**config.mk**
```make
export PLATFORM = sky130hd
export DESIGN_NAME = legv8_fetch_unit
export DESIGN_NICKNAME = d
export VERILOG_FILES = /design/src/rtl/legv8_fetch_unit.sv
export SDC_FILE = /design/constraint.sdc
export NUM_CORES = 1
export LEC_CHECK = 0
export CORE_UTILIZATION = 45
export DETAILED_ROUTE_END_ITERATION = 12
export GPL_TIMING_DRIVEN = 0
export PLACE_DENSITY = 0.73
export RECOVER_POWER = 25
export SYNTH_ARGS = -nofsm -noshare
export SYNTH_HDL_FRONTEND = slang
export SYNTH_SLANG_ARGS = --single-unit
```
**constraint.sdc**
```tcl
create_clock -name clk -period 7.4 [get_ports clk]
set_clock_uncertainty 0.05 [all_clocks]
set_input_delay 1.11 -clock clk [delete_from_list [all_inputs] [get_ports clk]]
set_output_delay 1.11 -clock clk [all_outputs]
set_load 0.05 [all_outputs]
```
**src/rtl/legv8_fetch_unit.sv**
```systemverilog
// legv8_fetch_unit: LEGv8 instruction-fetch stage.
// Owns the word-indexed PC, drives the instruction memory address, absorbs
// the memory's one-cycle synchronous read latency with a one-word skid
// buffer, and registers (instruction, pc, valid) into the IF/ID register.
// Optional feature: define FETCH_PERF_CNT_EN to add the fetch_count output.
module legv8_fetch_unit #(
  parameter int unsigned             ADDR_WIDTH = 32,
  parameter logic [ADDR_WIDTH-1:0]   RESET_PC   = '0
) (
  input  logic                  clk,
  input  logic                  reset,
  output logic [ADDR_WIDTH-1:0] address,
  input  logic [31:0]           instruction,
  input  logic                  stall,
  input  logic                  branch_taken,
  input  logic [ADDR_WIDTH-1:0] branch_target,
`ifdef FETCH_PERF_CNT_EN
  output logic [31:0]           fetch_count,
`endif
  output logic [31:0]           if_id_instruction,
  output logic [ADDR_WIDTH-1:0] if_id_pc,
  output logic                  if_id_valid
);

  logic [ADDR_WIDTH-1:0] r_pc;
  logic [ADDR_WIDTH-1:0] r_fetch_pc;
  logic                  r_fetch_valid;
  logic [31:0]           r_hold_instr;
  logic                  r_hold_valid;
  logic [31:0]           r_if_id_instr;
  logic [ADDR_WIDTH-1:0] r_if_id_pc;
  logic                  r_if_id_valid;

  logic                  w_advance;
  logic [31:0]           w_fetched_instr;

  // A branch outranks a stall; only a cycle with neither moves the pipe.
  assign w_advance       = !branch_taken && !stall;
  // After a stall the word for fetch_pc lives in the skid buffer, since the
  // memory has since moved on to reading mem[pc].
  assign w_fetched_instr = r_hold_valid ? r_hold_instr : instruction;

  assign address           = r_pc;
  assign if_id_instruction = r_if_id_instr;
  assign if_id_pc          = r_if_id_pc;
  assign if_id_valid       = r_if_id_valid;

  // PC, in-flight fetch tracking, skid buffer and IF/ID register.
  always_ff @(posedge clk or posedge reset) begin
    if (reset) begin
      r_pc          <= RESET_PC;
      r_fetch_pc    <= '0;
      r_fetch_valid <= 1'b0;
      r_hold_instr  <= '0;
      r_hold_valid  <= 1'b0;
      r_if_id_instr <= '0;
      r_if_id_pc    <= '0;
      r_if_id_valid <= 1'b0;
    end else if (branch_taken) begin
      // Squash the in-flight read and any held word; IF/ID data is kept.
      r_pc          <= branch_target;
      r_fetch_valid <= 1'b0;
      r_hold_valid  <= 1'b0;
      r_if_id_valid <= 1'b0;
    end else if (stall) begin
      // Capture only on the first stall cycle: later cycles see mem[pc].
      if (!r_hold_valid && r_fetch_valid) begin
        r_hold_instr <= instruction;
        r_hold_valid <= 1'b1;
      end
    end else begin
      r_if_id_instr <= w_fetched_instr;
      r_if_id_pc    <= r_fetch_pc;
      r_if_id_valid <= r_fetch_valid;
      r_fetch_pc    <= r_pc;
      r_fetch_valid <= 1'b1;
      r_pc          <= r_pc + ADDR_WIDTH'(1);
      r_hold_valid  <= 1'b0;
    end
  end

`ifdef FETCH_PERF_CNT_EN
  logic [31:0] r_fetch_count;

  assign fetch_count = r_fetch_count;

  // Count advance edges that load a real instruction into IF/ID.
  always_ff @(posedge clk or posedge reset) begin
    if (reset) begin
      r_fetch_count <= '0;
    end else if (w_advance && r_fetch_valid) begin
      r_fetch_count <= r_fetch_count + 32'd1;
    end
  end
`endif

endmodule
```
==> summary.txt <==
Run status
  • Status: complete, but fails checks
  • Failing checks: capacitance limit, slew limit

Finish
  • Area delta synth->final: 36.18%
  • Multi-input logic area: about 2800 um2
  • # fillers: 1,233
  • N_diodes: 0
  • # nets final: 830
  • Share of cells above drive strength 1: 17.83%
  • Reg area: 4079 um2

Synth
  • Area leader, netlist: dfrtp_1
  • Synth Register Bits: 163
  • Commonest cells post-synth: 163 x dfrtp_1, 96 x mux2_2, 47 x nor2_1, 34 x mux2i_1, 34 x nand2_1
  • Syn_nets: 646
  • Sequential area share after synthesis: 57.92%
  • Area contributors post-synth: dfrtp_1 58%, mux2_2 15%, mux2i_1 4.8%, nor2_1 2.5%, a21oi_1 2.3%
  • Syn Std Cell Area: 7042 um2
  • Asr flop ratio synth: 100.0%
  • Yosys Warn Count: 0
  • Post-synth cell types: 43
  • Syn_area_per_cell: 12.20 um2
  • Syn Inst Count: just under 600
  • Predominant post-synthesis flop cell: dfrtp_1
  • Top-area cell type share of the netlist area: between 50% and 60%
  • Cell with the most instances after synthesis: dfrtp_1
  • EDFF count, synth: 0

Worst setup path
  • Cells along the critical path: dlygate4sd3_1 -> clkinvlp_2
  • Delay-heaviest family, CP: buffers and inverters
  • CP Buf/Inv Count: 2
  • R2R Path Start: r_hold_valid
  • Crit path launch: reset
  • Reg2reg setup slack: between 4 and 5 ns
  • Worst setup path category: primary input to asynchronous set/reset pin
  • CP max stage delay: 1.75 ns
  • Worst-path fanout max: 71
  • Worst EP arrival: 3.47 ns
  • CP Capture Type: asynchronous set/reset pin
  • Required time worst endpoint: 7.37 ns
  • Crit-path slowest cell: clkinvlp_2
  • Startpoint Class: primary input

CTS
  • Post-cts sizing count: 0
  • Clk_lat worst skew: 0.42 ns
  • CTS tree: done
  • Clk slew on worst S/H paths: 0.06 ns
  • CTS Sinks: about 160
  • CTS buffer count: 17
  • H-tree Lvls: 4
  • # hold bufs at CTS: 0
  • Clock buffer depth: 2
  • Setup Buffers After CTS: 0
  • Clock root buffer: clkbuf_16

Timing
  • Hold Vio Cnt, Final: 0
  • Pins Over Slew Limit: 71
  • Fin crit period: approximately 3.5 ns
  • Final setup margin: slightly below 4 ns
  • Worst slew margin: -108.8%
  • Final period util: between 40% and 50%
  • Final setup violation count: 0
  • Worst slew pin tran: between 3 and 4 ns
  • RSZ-0062 raised after global routing: false
  • WHS: 0.4532 ns
  • Highest clock rate: 286.1 MHz

Floorplanning
  • Die Wd: 127.1 um
  • Core ar.: 15,260 um2
  • IO Pins: 165
  • Initial Util: a little under half
  • Die Area: 16,150 um2
  • Die height: between 100 and 150 um
  • Rows: 45

Placed design
  • Final HPWL DP: between 10,000 and 15,000 um
  • Port Buffer Count: 164
  • GPL Wtd Cong: 0.8164
  • Post-place setup slack: 3.421 ns

Routing
  • Antenna Nets Post-Route: 0
  • Wire length per cell: 17.77 um
  • Vias: 5,302
  • TritonRoute pass-1 iters: 5
  • Initial DRC Count: between 300 and 400
  • DR DRC count: 0
  • Post-DR vias/cell: approximately 5.4
  • Final wirelength: between 15,000 and 20,000 um

Global route
  • Vias in the first global route: 5,409
  • Total track usage: 22.97%
  • Largest net degree at the start of global routing: 94
  • Initial antenna violation count: 0
  • Total gr overflow: 0
  • First-pass GRT wire length: 28,280 um

Power
  • Static Leak: 3.820 nW
  • Power density over cell area: 301.8 nW/um2
  • VDD IR max: 0.1612 mV

Hold path
  • Hold WC Path Type: flip-flop to flip-flop
  • Min-delay src: r_fetch_pc[31]

Flow run
  • Max Cap Viol: 1
## layout by cell type (no fill, tap or decap), types with 5 or more instances in the layout
cell type | Yosys | routed
nand4_1 | 12 | 12
clkdlybuf4s50_1 | 0 | 163
nor4_1 | 7 | 7
o21ai_0 | 17 | 17
mux2i_1 | 34 | 34
mux2_2 | 96 | 96
clkbuf_1 | 23 | 24
nor2_1 | 47 | 47
xnor2_1 | 7 | 7
nand3_1 | 11 | 11
a21oi_1 | 33 | 33
or4_1 | 13 | 13
nand2_1 | 34 | 34
clkbuf_16 | 0 | 17
inv_1 | 8 | 7
xor2_1 | 7 | 7
buf_1 | 5 | 5
dfrtp_1 | 163 | 163
a31oi_1 | 10 | 10
o31ai_1 | 7 | 7
## sequential cells by signal, summed over array words and instances, names as in the netlist
name,cells
address,32
if_id_instruction,32
if_id_pc,32
r_fetch_pc,32
r_hold_instr,32
if_id_valid,1
r_fetch_valid,1
r_hold_valid,1
## power by group
part	switching, W	total [W]	internal, W
Clock	0.000359	0.000908	0.000549
Sequential	0.000116	0.00117	0.00106
Combinational	0.000490	0.000811	0.000322
## per-layer routing
layer  vias up  part of all wire, %  track usage (%)
li1       2453                    -                -
met1      2629                   44            29.58
met2       181                   48            36.62
met3        39                  6.2            6.533
met4         0                  2.6            9.454
met5         -                    0                0
## cell families (layout without fill, tap and decap cells)
| family | Yosys count | count (layout) | share of synthesized area [%] |
|---|---|---|---|
| compound gates | 78 | 78 | 6.556 |
| xor+xnor | 14 | 14 | 1.741 |
| fa+ha+maj | 1 | 1 | 0.1777 |
| buf+inv | 41 | 238 | 2.345 |
| flops | 163 | 163 | 57.92 |
| mux | 130 | 130 | 20.18 |
| simple gates | 150 | 150 | 11.07 |
## worst paths after layout
kind | cells past startpoint | endpoint
hold reg to reg | 1 | r_fetch_pc[31]
hold / removal | 1 | r_fetch_pc[31]
setup / recovery | 2 | if_id_instruction[25]
setup reg to reg | 4 | r_hold_instr[26]
min in group asynchronous | 2 | if_id_pc[18]
max in group clk | 5 | r_hold_instr[26]
## through the flow
stage | instances | TNS (ns) | total power, W | instance area [um2] | util, %
after global placement | 952 | -17.20 | 0.001978 | 8947 | 58.64
final | 985 | 0 | 0.002894 | 9589 | 62.85
after floorplan | 577 | 0 | 0.001696 | 7042 | -
after detailed placement | 953 | 0 | 0.002005 | 8980 | 58.85
after global routing | 985 | 0 | 0.003015 | 9589 | 62.85
after CTS | 985 | 0 | 0.002913 | 9593 | 62.87
## final cells by class
type                       count  share of cell area [%]
clock buffer                  20                   4.763
timing repair buffer         165                   17.41
sequential                   163                   42.54
buffer                        32                   1.370
multi-input combinational    373                   29.18
clock inverter                12                   1.631
tap                          211                   2.753
inverter                       9                  0.3653
Power figures use the tool's default switching activity.
